`src/rtl/flow_fifo_pkg.sv`:
```
// Shared defaults and pause-state encoding for the flow_fifo lane buffer.
package flow_fifo_pkg;

  localparam int DEF_DATA_WIDTH = 8;
  localparam int DEF_ADDR_WIDTH = 3;
  localparam int DEF_AF_THRESH  = 6;
  localparam int DEF_AE_THRESH  = 2;

  typedef enum logic {
    RUN   = 1'b0,
    PAUSE = 1'b1
  } pause_state_e;

endpackage

```
`src/rtl/flow_fifo_mem.sv`:
```
// Storage array for flow_fifo: one synchronous write port and one registered read port.
module flow_fifo_mem #(
  parameter int DATA_WIDTH = 8,
  parameter int ADDR_WIDTH = 3
) (
  input  logic                  clk,
  input  logic                  reset,
  input  logic                  wr_en,
  input  logic [ADDR_WIDTH-1:0] wr_addr,
  input  logic [DATA_WIDTH-1:0] wr_data,
  input  logic                  rd_en,
  input  logic [ADDR_WIDTH-1:0] rd_addr,
  output logic [DATA_WIDTH-1:0] rd_data
);

  localparam int DEPTH = 1 << ADDR_WIDTH;

  logic [DATA_WIDTH-1:0] mem [DEPTH];

  // NOTE: the array has no reset; it only holds data behind the pointers, and a reset
  // would turn it from a RAM into a large bank of resettable flops.
  always_ff @(posedge clk) begin
    if (wr_en) mem[wr_addr] <= wr_data;
  end

  // A same-edge write to rd_addr (full FIFO, read+write) returns the old word.
  always_ff @(posedge clk) begin
    if (reset)      rd_data <= '0;
    else if (rd_en) rd_data <= mem[rd_addr];
  end

endmodule

```
`src/rtl/flow_fifo.sv`:
```
// Lane FIFO with registered status flags and hysteretic pause for the data-flow controller.
// Define FLOW_FIFO_STICKY_ERR_EN to make fifo_error hold until reset instead of pulsing.
module flow_fifo
  import flow_fifo_pkg::*;
#(
  parameter int DATA_WIDTH = DEF_DATA_WIDTH,
  parameter int ADDR_WIDTH = DEF_ADDR_WIDTH,
  parameter int AF_THRESH  = DEF_AF_THRESH,
  parameter int AE_THRESH  = DEF_AE_THRESH
) (
  input  logic                  clk,
  input  logic                  reset,
  input  logic                  write,
  input  logic                  read,
  input  logic [DATA_WIDTH-1:0] data_in,
  output logic [DATA_WIDTH-1:0] data_out,
  output logic                  valid_out,
  output logic                  Fifo_full,
  output logic                  almost_full,
  output logic                  fifo_empty,
  output logic                  almost_empty,
  output logic                  fifo_pause,
  output logic                  fifo_error
);

  localparam int CW = ADDR_WIDTH + 1;
  localparam logic [CW-1:0] DEPTH_LVL = CW'(1 << ADDR_WIDTH);
  localparam logic [CW-1:0] AF_LVL    = CW'(AF_THRESH);
  localparam logic [CW-1:0] AE_LVL    = CW'(AE_THRESH);

  logic [ADDR_WIDTH-1:0] wr_ptr, rd_ptr;
  logic [CW-1:0]         count, count_next;
  logic                  wr_accept, rd_accept, wr_reject, rd_reject, err_next;
  pause_state_e          pause_state, pause_next;

  // NOTE: every signal assigned here gets a default first so no path leaves it
  // unassigned, which would otherwise infer a latch.
  always_comb begin
    rd_accept  = read && (count != '0);
    wr_accept  = write && ((count != DEPTH_LVL) || rd_accept);
    rd_reject  = read && !rd_accept;
    wr_reject  = write && !wr_accept;
    count_next = count;
    case ({wr_accept, rd_accept})
      2'b10:   count_next = count + 1'b1;
      2'b01:   count_next = count - 1'b1;
      default: count_next = count;
    endcase
    pause_next = pause_state;
    if (pause_state == RUN && count_next >= AF_LVL)
      pause_next = PAUSE;
    else if (pause_state == PAUSE && count_next <= AE_LVL)
      pause_next = RUN;
  end

`ifdef FLOW_FIFO_STICKY_ERR_EN
  assign err_next = fifo_error | wr_reject | rd_reject;
`else
  assign err_next = wr_reject | rd_reject;
`endif

  // NOTE: state updates use non-blocking assignments so every register samples the
  // pre-edge values, independent of statement order.
  always_ff @(posedge clk) begin
    if (reset) begin
      wr_ptr       <= '0;
      rd_ptr       <= '0;
      count        <= '0;
      valid_out    <= 1'b0;
      Fifo_full    <= 1'b0;
      almost_full  <= 1'b0;
      fifo_empty   <= 1'b1;
      almost_empty <= 1'b1;
      pause_state  <= RUN;
      fifo_error   <= 1'b0;
    end else begin
      if (wr_accept) wr_ptr <= wr_ptr + 1'b1;
      if (rd_accept) rd_ptr <= rd_ptr + 1'b1;
      count        <= count_next;
      valid_out    <= rd_accept;
      // Flags look at the next occupancy so they line up with the accepting edge.
      Fifo_full    <= (count_next == DEPTH_LVL);
      almost_full  <= (count_next >= AF_LVL);
      fifo_empty   <= (count_next == '0);
      almost_empty <= (count_next <= AE_LVL);
      pause_state  <= pause_next;
      fifo_error   <= err_next;
    end
  end

  assign fifo_pause = (pause_state == PAUSE);

  flow_fifo_mem #(
    .DATA_WIDTH(DATA_WIDTH),
    .ADDR_WIDTH(ADDR_WIDTH)
  ) u_mem (
    .clk     (clk),
    .reset   (reset),
    .wr_en   (wr_accept && !reset),
    .wr_addr (wr_ptr),
    .wr_data (data_in),
    .rd_en   (rd_accept && !reset),
    .rd_addr (rd_ptr),
    .rd_data (data_out)
  );

endmodule

```
`config.mk`:
```
export PLATFORM = sky130hd
export DESIGN_NAME = flow_fifo
export DESIGN_NICKNAME = d
export VERILOG_FILES = /design/src/rtl/flow_fifo_pkg.sv /design/src/rtl/flow_fifo_mem.sv /design/src/rtl/flow_fifo.sv
export SDC_FILE = /design/constraint.sdc
export NUM_CORES = 1
export LEC_CHECK = 0
export ABC_AREA = 1
export CAP_MARGIN = 10
export CORE_UTILIZATION = 62
export DETAILED_ROUTE_END_ITERATION = 6
export PLACE_DENSITY = 0.84
export SLEW_MARGIN = 40
export SYNTH_ARGS = -nofsm -noshare
export SYNTH_HDL_FRONTEND = slang
export SYNTH_SLANG_ARGS = --single-unit
```
`constraint.sdc`:
```
create_clock -name clk -period 4.7 [get_ports clk]
set_clock_uncertainty 0.2 [all_clocks]
set_input_delay 1.175 -clock clk [delete_from_list [all_inputs] [get_ports clk]]
set_output_delay 1.175 -clock clk [all_outputs]
set_load 0.02 [all_outputs]
```
; Yosys cells after proc, flatten, opt, wreduce, memory -nomap -nowiden
; Memories as Yosys holds them, arrays and structs flattened. A register that Yosys moved wholly into a read port is not among the register bits.
; Cells that the tools add are included.
[op_classes]
add_sub_neg = 4
reduce_logical = 15
eq_ne = 4
n_lt_le_gt_ge = 2
n_mux = 5
n_bitwise = 2
[op_table]
columns = operator, count
row1 = 1-bit logical AND, 8
row2 = 4-bit case mux with 2 select lines, 1
row3 = "3-bit by 1-bit adder with 3-bit output, second input constant", 2
row4 = "4-bit by 1-bit adder with 4-bit output, second input constant", 1
row5 = "4-bit == test, second input constant", 1
row6 = "4-bit by 3-bit greater-or-equal comparator with 1-bit output, second input constant", 1
row7 = "4-bit by 2-bit <= comparator with 1-bit output, second input constant", 1
row8 = 4-bit logical NOT, 1
row9 = 1-bit 2-to-1 mux, 4
row10 = "4-bit != test, second input constant", 1
row11 = 4-bit nonzero test, 1
row12 = "4-bit by 1-bit subtractor with 4-bit output, second input constant", 1
row13 = 1-bit logical NOT, 3
row14 = "2-bit by 1-bit == test with 1-bit output, second input constant", 1
row15 = "2-bit == test, second input constant", 1
row16 = 2-bit nonzero test, 1
row17 = 1-bit logical OR, 1
row18 = 1-bit NOT, 1
row19 = 1-bit bitwise OR, 1
[totals]
n_memories = 1
ram_bits = 64
register_bits = 17
word_cells = 43
[memory_table]
columns = name, words, width, rd, rd_ports_with_merged_regs, write_ports, line_no
row1 = u_mem.mem, 8, 8, 1, 1, 1, flow_fifo_mem.sv:18  ; logic [DATA_WIDTH-1:0] mem [DEPTH];

; Logic depth before layout (Yosys ltp)
; Gate-level depths: netlist (run 1).
[depth]
word_depth = 10
depth_mapped = 16
ltp_nobuf = 16

; Modules after synthesis
; Synthesis (run 1) repeated with hierarchy kept, for this count alone.
[hier_totals]
hier_cells = 423
area_unflattened_um2 = 3952.5
[modules_own_cells]
columns = module, cells_each, seq_area_each_um2, instances, area_each_um2
row1 = flow_fifo_mem, 305, 2082.0, 1, 3105.5
row2 = flow_fifo, 118, 340.3, 1, 847.1

; Least setup slack after synthesis (run 1)
; No wires, ideal clock.
[synth_timing]
kind = input -> register
from = input read
to = memory u_mem.mem[0][0], enable pin
path_slack_ns = 1.900
path_stages = 6
setup_time_ns = 0.383
arrival_ns = 2.216
path_cell_list = inv_2 > nand3_1 > nand2_1 > nor2_1 > inv_2 > nor3_1
[synth_via]
elab_chain_len = 6
[synth_rtl]
columns = element, line_no
row1 = from (decl), flow_fifo.sv:14  ; input logic read,
row2 = 1-bit logical AND, flow_fifo.sv:39  ; rd_accept = read && (count != '0);
row3 = 1-bit logical OR, flow_fifo.sv:40  ; wr_accept = write && ((count != DEPTH_LVL) || rd_accept);
row4 = 1-bit logical AND, flow_fifo.sv:40
row5 = 1-bit logical AND, flow_fifo.sv:99  ; .wr_en (wr_accept && !reset),
row6 = 1-bit 2-to-1 mux, flow_fifo_mem.sv:23  ; if (wr_en) mem[wr_addr] <= wr_data;
row7 = 1-bit 2-to-1 mux (not written as such), flow_fifo_mem.sv:23
row8 = to (decl), flow_fifo_mem.sv:18
; No other way between the ends.

; Worst setup path after layout (run 1)
[layout_timing]
from = input read
to = memory u_mem.mem[5][7], enable pin
; The elaborated chain is that of the path after synthesis.

==> results of run 1 <==
[stage by stage]
step / area (µm²) / setup slack (ns) / hold WS, ns / total power (W) / util, %
floorplan: 3610 / 1.90 / 0.292 / 0.00138 / -
CTS: 4140 / 1.48 / 0.271 / 0.00207 / 74.8
global route: 4140 / 1.29 / 0.297 / 0.00217 / 74.8
detailed placement: 3950 / 1.08 / 0.256 / 0.00157 / 71.3
global placement: 3950 / 1.16 / 0.252 / 0.00153 / 71.3
finish: 4140 / 1.48 / 0.269 / 0.00207 / 74.8
[worst min-delay path, stage by stage (launching register included)]
cell	delay [ns]
dfxtp_1	0.32
nand2_1	0.06
a21oi_1	0.05
[Yosys cell counts, types with 8 or more instances]
master    number  area, µm²
edfxtp_1      64       1920
nor2_1        46        173
nand2_1       30        113
o21ai_0       28        140
dfxtp_1       25        500
a21oi_1       14       70.1
inv_1         14       52.6
clkbuf_1      12       45.0
o21ai_1       10       50.1
o22ai_1        9       56.3
inv_2          8       30.0
o211ai_1       8       60.1
o221ai_1       8       70.1
[flip-flops by register name, summed over array words and instances (netlist names)]
name	count
almost_full	1
fifo_empty	1
wr_ptr	3
count	4
Fifo_full	1
u_mem.rd_data	8
u_mem.mem	64
fifo_pause	1
almost_empty	1
valid_out	1
rd_ptr	3
fifo_error	1
[worst paths after layout]
path	startpoint	to	slack, ns	depth (start not counted)
hold / removal	u_mem.rd_data[6]	u_mem.rd_data[6]	0.27	2
setup / recovery	read	u_mem.mem[5][7]	1.48	7
setup reg to reg	count[1]	almost_full	2.36	16
hold reg to reg	u_mem.rd_data[6]	u_mem.rd_data[6]	0.27	2
[final cells by class]
| type | count | area, µm² | share of cell area (%) |
|---|---|---|---|
| Clock buffer | 9 | 124 | 2.99 |
| Tap cell | 72 | 90.1 | 2.17 |
| Multi-Input combinational cell | 192 | 1060 | 25.5 |
| Inverter | 22 | 82.6 | 1.99 |
| Clock inverter | 7 | 67.6 | 1.63 |
| Sequential cell | 89 | 2420 | 58.5 |
| Timing Repair Buffer | 31 | 298 | 7.19 |
[logic make-up after synthesis]
group                    Yosys count  share of synthesized area, %
adder cells (fa/ha/maj)            5                          1.94
flip-flops                        89                          67.2
AND/OR/NAND/NOR                  109                          14.7
buffers and inverters             34                          3.54
AO/OA/AOI/OAI                     77                          12.4
XOR/XNOR                           1                         0.243
[report_power, final]
group          internal [W]  switching [W]  leakage [nW]
clock network      0.000208       0.000299        0.0962
registers          0.000900      0.0000798         0.783
logic              0.000206       0.000374         0.554
total               0.00131       0.000753          1.43
[layer usage]
metal	global-route usage [%]	share of wire (%)	vias up
met3	5.81	7.6	12
met1	33.4	41	1180
met5	0	0	-
li1	-	-	1187
met2	42.1	50	117
met4	11.3	1.5	0
==> results.txt, run 1 <==
Status = completed
Die area = 0.00613 mm²
Top FF cell, synth = edfxtp_1
Most frequent cells in the layout = edfxtp_1, nor2_1, nand2_1
Async SR Flop Fraction = 0%
CP max stage cell = clkdlybuf4s50_1
Fin cells = 422
Initial antenna violation count = 0
Via count = 2496
Pre-antenna DRT Iters = 5
Final Setup Violations = 0
CP Cell Sequence = clkdlybuf4s50_1 > inv_2 > nand3_1 > nand2_1 > nor2_1 > nand2_1 > nor2_1
Top-level I/O count = 27
Final min period = 3.22 ns
Pins Over Slew Limit = 0
CTS max path bufs = 2
Initial DRC Count = 265
Yosys Warn Count = 0
Total Nets Final = 362
Final Hold Vio Count = 0
CTS hold repair buffers = 0
Final TNS setup = 0 ns
Crit path kind = in -> reg
Crit path largest cell delay = 0.60 ns
I/O Buffers = 26
CTS Buf Count = 9
Routed wire length = 7190 µm
Die Ht = 78.3 µm
Delay-heaviest family, CP = simple AND/OR/NAND/NOR gates
CTS tree = done
Clock-pin slew on the worst setup and hold paths = 0.10 ns
Mapped cell area = 0.00361 mm²
WL/cell = 17.0 µm
Rows = 27
Netlist cell types = 28
Worst Setup Start Kind = input pin
VDD IR-drop max = 273 µV
CP Capture Type = register
Die width = 78.3 µm
Most common cell after layout, fill and taps aside = edfxtp_1
Gr ovfl total = 0
Worst Tran Pin Value = 0.738 ns
Share of layout cells above drive strength 1 = 13.7%
Vias in the first global route = 2419
Fillers = 379
Synthesized area per cell = 11.5 µm²
Cells after Synth = 315
All-Layer GR Usage = 25.9%
Hpwl dp = 4660 µm
Placer Congestion = 0.807
# diodes = 0
RSZ-0062 raised after global routing = no
Worst min path class = reg -> reg
First-pass GRT wire length = 11500 µm
Vias/cell = 5.91
Post-synthesis register bit count = 89
# H-tree levels = 3
Sequential fraction of the synthesis area = 67.2%
Antenna-violating nets left = 0
Arrival @ worst endpoint = 3.01 ns
CP max FO = 8
Clk sinks = 89
Pin count of the biggest net entering global routing = 35
Tcrit/Tclk final = 68.5%
CTS root buf = clkbuf_8
Post-CTS Setup Inserts = 0
Core area = 0.00554 mm²
Post-synth EDFFs = 64
Area growth syn-to-layout = 14.8%
DRC errors left = 0
Syn Nets = 332
Power per Cell Area = 499 mW/mm²
Sum of buffers and inverters on the critical path = 2
Number of gates resized after cts = 0
Skew-Pair Late Insertion Delay = 0.35 ns
Slew headroom = 50.8%
Max_cap viols = 0
Leakage = 1.43 nW
F_max = 310 MHz
Placed cell count = 406
CP required = 4.49 ns
Starting density of the core = 65.1%
No activity file was read; power rests on OpenSTA's default activity.
==> run 2, diff against run 1 <==
Settings changed: CORE_UTILIZATION 62 to 57, PLACE_DENSITY 0.84 to 0.78.
Clock period 4.7 ns to 3 ns, I/O delays scaled along.
==> run 2 against run 1 <==
Net effect: setup slack got worse by 1.0 ns; first-iteration DRC count down 34%; clock power increased by 66%; largest cell class unchanged; highest routed layer unchanged.
==> results.txt, run 2 (synthesis results as in run 1) <==
Crit path largest cell delay = 0.48 ns
Pin count of the biggest net entering global routing = 35
Hold Crit Start = u_mem.rd_data[6]
F_max = 395 MHz
Status = completed
Regs by FF count = u_mem.mem x64, u_mem.rd_data x8, count x4
Sw power = 0.00113 W
Clock-pin slew on the worst setup and hold paths = 0.09 ns
Final Hold Vio Count = 0
# H-tree levels = 3
CP Cell Sequence = clkdlybuf4s50_1 > inv_1 > nand3_4 > inv_1 > ha_1 > nand3_1 > nand3_1 > inv_1 > nand2_1 > nand3_2 > nand2_2 > nand2_2 > inv_2 > nand2_2 > nand2_1 > nor2_2
Skew-Pair Late Insertion Delay = 0.36 ns
I/O Buffers = 26
CP max FO = 3
Arrival @ worst endpoint = 2.59 ns
CTS root buf = clkbuf_8
Top-level I/O count = 27
Setup ws final = 0.467 ns
Total Nets Final = 371
Vias/cell = 5.62
CP Capture Type = register
Worst Tran Pin Value = 0.692 ns
Die width = 81.6 µm
Routed wire length = 7030 µm
Antenna-violating nets left = 0
Final Setup Violations = 0
CP startpoint = write
Vias in the first global route = 2320
Placer Congestion = 0.797
Worst min path class = reg -> reg
Crit path kind = in -> reg
Die area = 0.00665 mm²
Clock Power Share = 25.6%
Reg-to-reg startpoint = count[1]
Initial DRC Count = 175
Gate power share = 29.5%
Max_cap viols = 0
Net Sw Frac = 34.5%
CTS tree = done
Number of flip-flops in the largest register = 64
All-Layer GR Usage = 24.1%
Number of gates resized after cts = 0
Fillers = 451
Power Internal = 0.00215 W
Pre-antenna DRT Iters = 5
Final TNS setup = 0 ns
Area growth syn-to-layout = 17.2%
Worst Setup Start Kind = input pin
CP max stage cell = clkdlybuf4s50_1
VDD IR-drop max = 509 µV
Delay-heaviest family, CP = buffers and inverters
Most common cell after layout, fill and taps aside = edfxtp_1
Core area = 0.00603 mm²
Rows = 28
Sum of buffers and inverters on the critical path = 5
DRC errors left = 0
Most frequent cells in the layout = edfxtp_1, nor2_1, nand2_1
WL/cell = 16.2 µm
CTS hold repair buffers = 0
Tcrit/Tclk final = 84.4%
Place WS = 0.0834 ns
Initial antenna violation count = 0
Starting density of the core = 59.9%
Power per Cell Area = 776 mW/mm²
CTS Buf Count = 9
RSZ-0062 raised after global routing = no
Pins Over Slew Limit = 0
Share of layout cells above drive strength 1 = 15.6%
CP required = 3.06 ns
Post-CTS Setup Inserts = 0
Clk sinks = 89
Die Ht = 81.6 µm
Via count = 2439
Final min period = 2.53 ns
Hpwl dp = 4580 µm
Slew headroom = 53.8%
Gr ovfl total = 0
Top reg by flops = u_mem.mem
# diodes = 0
CTS max path bufs = 2
First-pass GRT wire length = 11300 µm
Flop pwr share = 44.9%
Leakage = 1.49 nW
-- run 2: cell count changes in the layout (fill, tap and decap cells not counted), sizes merged --
cell / previous run / this run
buf: 5 / 14
bufinv: 0 / 1
clkinv: 1 / 2
clkinvlp: 1 / 0
inv: 27 / 26
-- run 2: tightest hold or removal path, cell delays in order, from the launching register on --
cell     delay, ns
dfxtp_1       0.32
nand2_1       0.06
a21oi_1       0.05
-- run 2: area by class of cell --
class                      instances  area (µm²)  share of cell area [%]
clock buffer                       9         124                    2.93
clock inverter                     7        81.3                    1.92
inverter                          22        82.6                    1.95
multi-input combinational        192        1060                    25.0
sequential                        89        2420                    57.3
tap                               75        93.8                    2.22
timing repair buffer              40         365                    8.64
-- run 2: power by group through the flow --
stage	clock network [W]	logic [W]	registers [W]
2_1_floorplan	0	0.000606	0.00155
3_3_place_gp	0	0.000931	0.00150
3_5_place_dp	0	0.000965	0.00150
4_1_cts	0.000850	0.000967	0.00147
5_1_grt	0.000899	0.00107	0.00148
6_report	0.000841	0.000967	0.00147
-- run 2: final timing paths --
check | cells past startpoint | endpoint | slack [ns]
setup / recovery | 16 | almost_full | 0.47
hold / removal | 2 | u_mem.rd_data[6] | 0.27
setup reg to reg | 16 | almost_full | 0.80
hold reg to reg | 2 | u_mem.rd_data[6] | 0.27
-- run 2: routing by layer --
| metal | GRT usage [%] | up-vias | wire [µm] |
|---|---|---|---|
| met1 | 30.6 | 1129 | 3080 |
| met4 | 14.5 | 0 | 112 |
| met5 | 0 | - | 0 |
| li1 | - | 1201 | - |
| met3 | 5.22 | 11 | 418 |
| met2 | 37.8 | 98 | 3420 |
-- run 2: metrics by stage --
stage	cell area (µm²)	utilization, %	power (W)	cells	hold WS (ns)
floorplan	3610	-	0.00216	315	0.292
global placement	4020	66.7	0.00243	418	0.252
detailed placement	4020	66.7	0.00247	418	0.261
CTS	4230	70.1	0.00329	434	0.274
global route	4230	70.1	0.00345	434	0.297
finish	4230	70.1	0.00328	434	0.270
==> run 3, diff against run 2 <==
Settings changed: CORE_UTILIZATION 57 to 52, PLACE_DENSITY 0.78 to 0.75.
Clock period 3 ns to 2.3 ns, I/O delays scaled along.
==> run 3 against run 2 <==
Net effect: flip-flop and latch count did not move; critical endpoint is now fifo_pause; via count barely moved; setup slack got worse by 0.26 ns; cell count rose by 3.7%; design area rose by 2.4%; register-to-register slack got worse by 0.60 ns; combinational power rose by 41%; utilization fell by 3.9 points; count of clock-buffer cells in the layout did not move; non-clock buffer count rose by 14; clock power rose by 8.7%; largest power group unchanged.
==> results.txt, run 3 (synthesis results as in run 1) <==
Status = completed
First-pass GRT wire length = 11100 µm
Final TNS setup = 0 ns
Final Setup Violations = 0
Worst Setup Start Kind = register
Most frequent cells in the layout = edfxtp_1, nor2_1, nand2_1
CP max FO = 5
F_max = 477 MHz
Routed wire length = 6850 µm
Die area = 0.00727 mm²
Vias/cell = 5.42
Tcrit/Tclk final = 91.2%
Initial antenna violation count = 0
Most common cell after layout, fill and taps aside = edfxtp_1
Worst min path class = reg -> reg
Gr ovfl total = 0
Number of flip-flops in the largest register = 64
Starting density of the core = 55.2%
CTS hold repair buffers = 0
Initial DRC Count = 76
Most Frequent Cell on Critical Path = nor2_1
Die width = 85.3 µm
Pin count of the biggest net entering global routing = 35
Area growth syn-to-layout = 19.9%
Final min period = 2.10 ns
Clock-pin slew on the worst setup and hold paths = 0.08 ns
Post-CTS Setup Inserts = 0
Top-level I/O count = 27
Share of layout cells above drive strength 1 = 20.1%
Total Nets Final = 385
Crit path largest cell delay = 0.44 ns
CP required = 2.35 ns
Power per Cell Area = 971 mW/mm²
# H-tree levels = 3
Regs by FF count = u_mem.mem x64, u_mem.rd_data x8, count x4
Arrival @ worst endpoint = 2.15 ns
Fillers = 488
DRC errors left = 0
Clk sinks = 89
Slew headroom = 60.2%
Rows = 29
CP Cell Sequence = nor2_4 > nand2_2 > nand3_4 > buf_4 > fa_1 > xor2_1 > nand2_1 > nand2_2 > nor2_1 > nor2_1 > nor2_1
Worst Tran Pin Value = 0.597 ns
All-Layer GR Usage = 20.7%
Final Hold Vio Count = 0
RSZ-0062 raised after global routing = no
Via count = 2441
Crit path kind = reg -> reg
Leakage = 1.55 nW
Die Ht = 85.3 µm
Worst R2R Path Depth = 11
Fin cells = 450
CTS root buf = clkbuf_8
Placed cell count = 434
CTS max path bufs = 2
# diodes = 0
CTS Buf Count = 9
Placer Congestion = 0.804
Worst hold margin = 0.266 ns
Skew-Pair Late Insertion Delay = 0.35 ns
I/O Buffers = 26
Pre-antenna DRT Iters = 4
Core area = 0.00653 mm²
CP max stage cell = dfxtp_1
CTS tree = done
Pins Over Slew Limit = 0
Hpwl dp = 4450 µm
Hold Path Stages = 2
Setup ws final = 0.203 ns
Antenna-violating nets left = 0
Max_cap viols = 0
Place WS = -0.351 ns
WL/cell = 15.2 µm
CP Capture Type = register
Vias in the first global route = 2295
Top reg by flops = u_mem.mem
VDD IR-drop max = 512 µV
==> run 3: cell types whose count changed in the layout (fill, tap and decap cells not counted), sizes merged <==
| cell | previous run | this run |
|---|---|---|
| dlymetal6s2s | 0 | 2 |
| clkdlybuf4s50 | 26 | 24 |
| inv | 26 | 23 |
| clkinvlp | 0 | 4 |
| buf | 14 | 28 |
| bufinv | 1 | 0 |
==> run 3: cell type report <==
cell class | count | area (µm²) | share of cell area, %
flip-flops and latches | 89 | 2420 | 56.0
multi-input cells | 192 | 1080 | 24.9
repair buffers | 54 | 475 | 11.0
clock buffers | 9 | 124 | 2.86
well taps | 77 | 96.3 | 2.23
inverters | 22 | 82.6 | 1.91
clock inverters | 7 | 46.3 | 1.07
==> run 3: final timing paths <==
kind | slack (ns) | endpoint | startpoint
hold / removal | 0.27 | u_mem.rd_data[5] | u_mem.rd_data[5]
setup reg to reg | 0.20 | fifo_pause | count[0]
setup / recovery | 0.20 | fifo_pause | count[0]
hold reg to reg | 0.27 | u_mem.rd_data[5] | u_mem.rd_data[5]
==> run 3: repair_timing <==
item / CTS / global route
endpoints found under the hold margin: 0 / 0
resized for setup: 0 / 9
endpoints found under the setup margin: 0 / 25
==> run 3: worst max-delay path, delay by kind of cell (launching register included) <==
kind	cells	cell delay (ns)
adders and majority gates	1	0.37
and+or+nand+nor	8	0.69
buffers and inverters	1	0.15
DFF	1	0.44
xor gates and xnor gates	1	0.15
==> run 3: per-stage QoR <==
stage	total power, W	cell area (µm²)	utilization (%)
floorplan	0.00282	3610	-
global placement	0.00326	4130	63.2
detailed placement	0.00330	4130	63.2
CTS	0.00421	4300	65.8
global route	0.00447	4330	66.2
finish	0.00420	4330	66.2
==> run 3: power breakdown <==
group	leakage, nW	total (W)	switching (W)	internal, W
logic	0.689	0.00136	0.000825	0.000534
registers	0.783	0.00193	0.0000889	0.00184
clock network	0.0730	0.000914	0.000526	0.000388
total	1.55	0.00420	0.00144	0.00276
==> run 3: metal layers <==
metal,GRT usage [%],vias up,wire (µm),part of all wire (%)
li1,-,1231,-,-
met1,26.1,1137,2970,43
met2,33.3,69,3360,49
met3,5.64,4,458,6.7
met4,10.0,0,57,0.83
met5,0,-,0,0
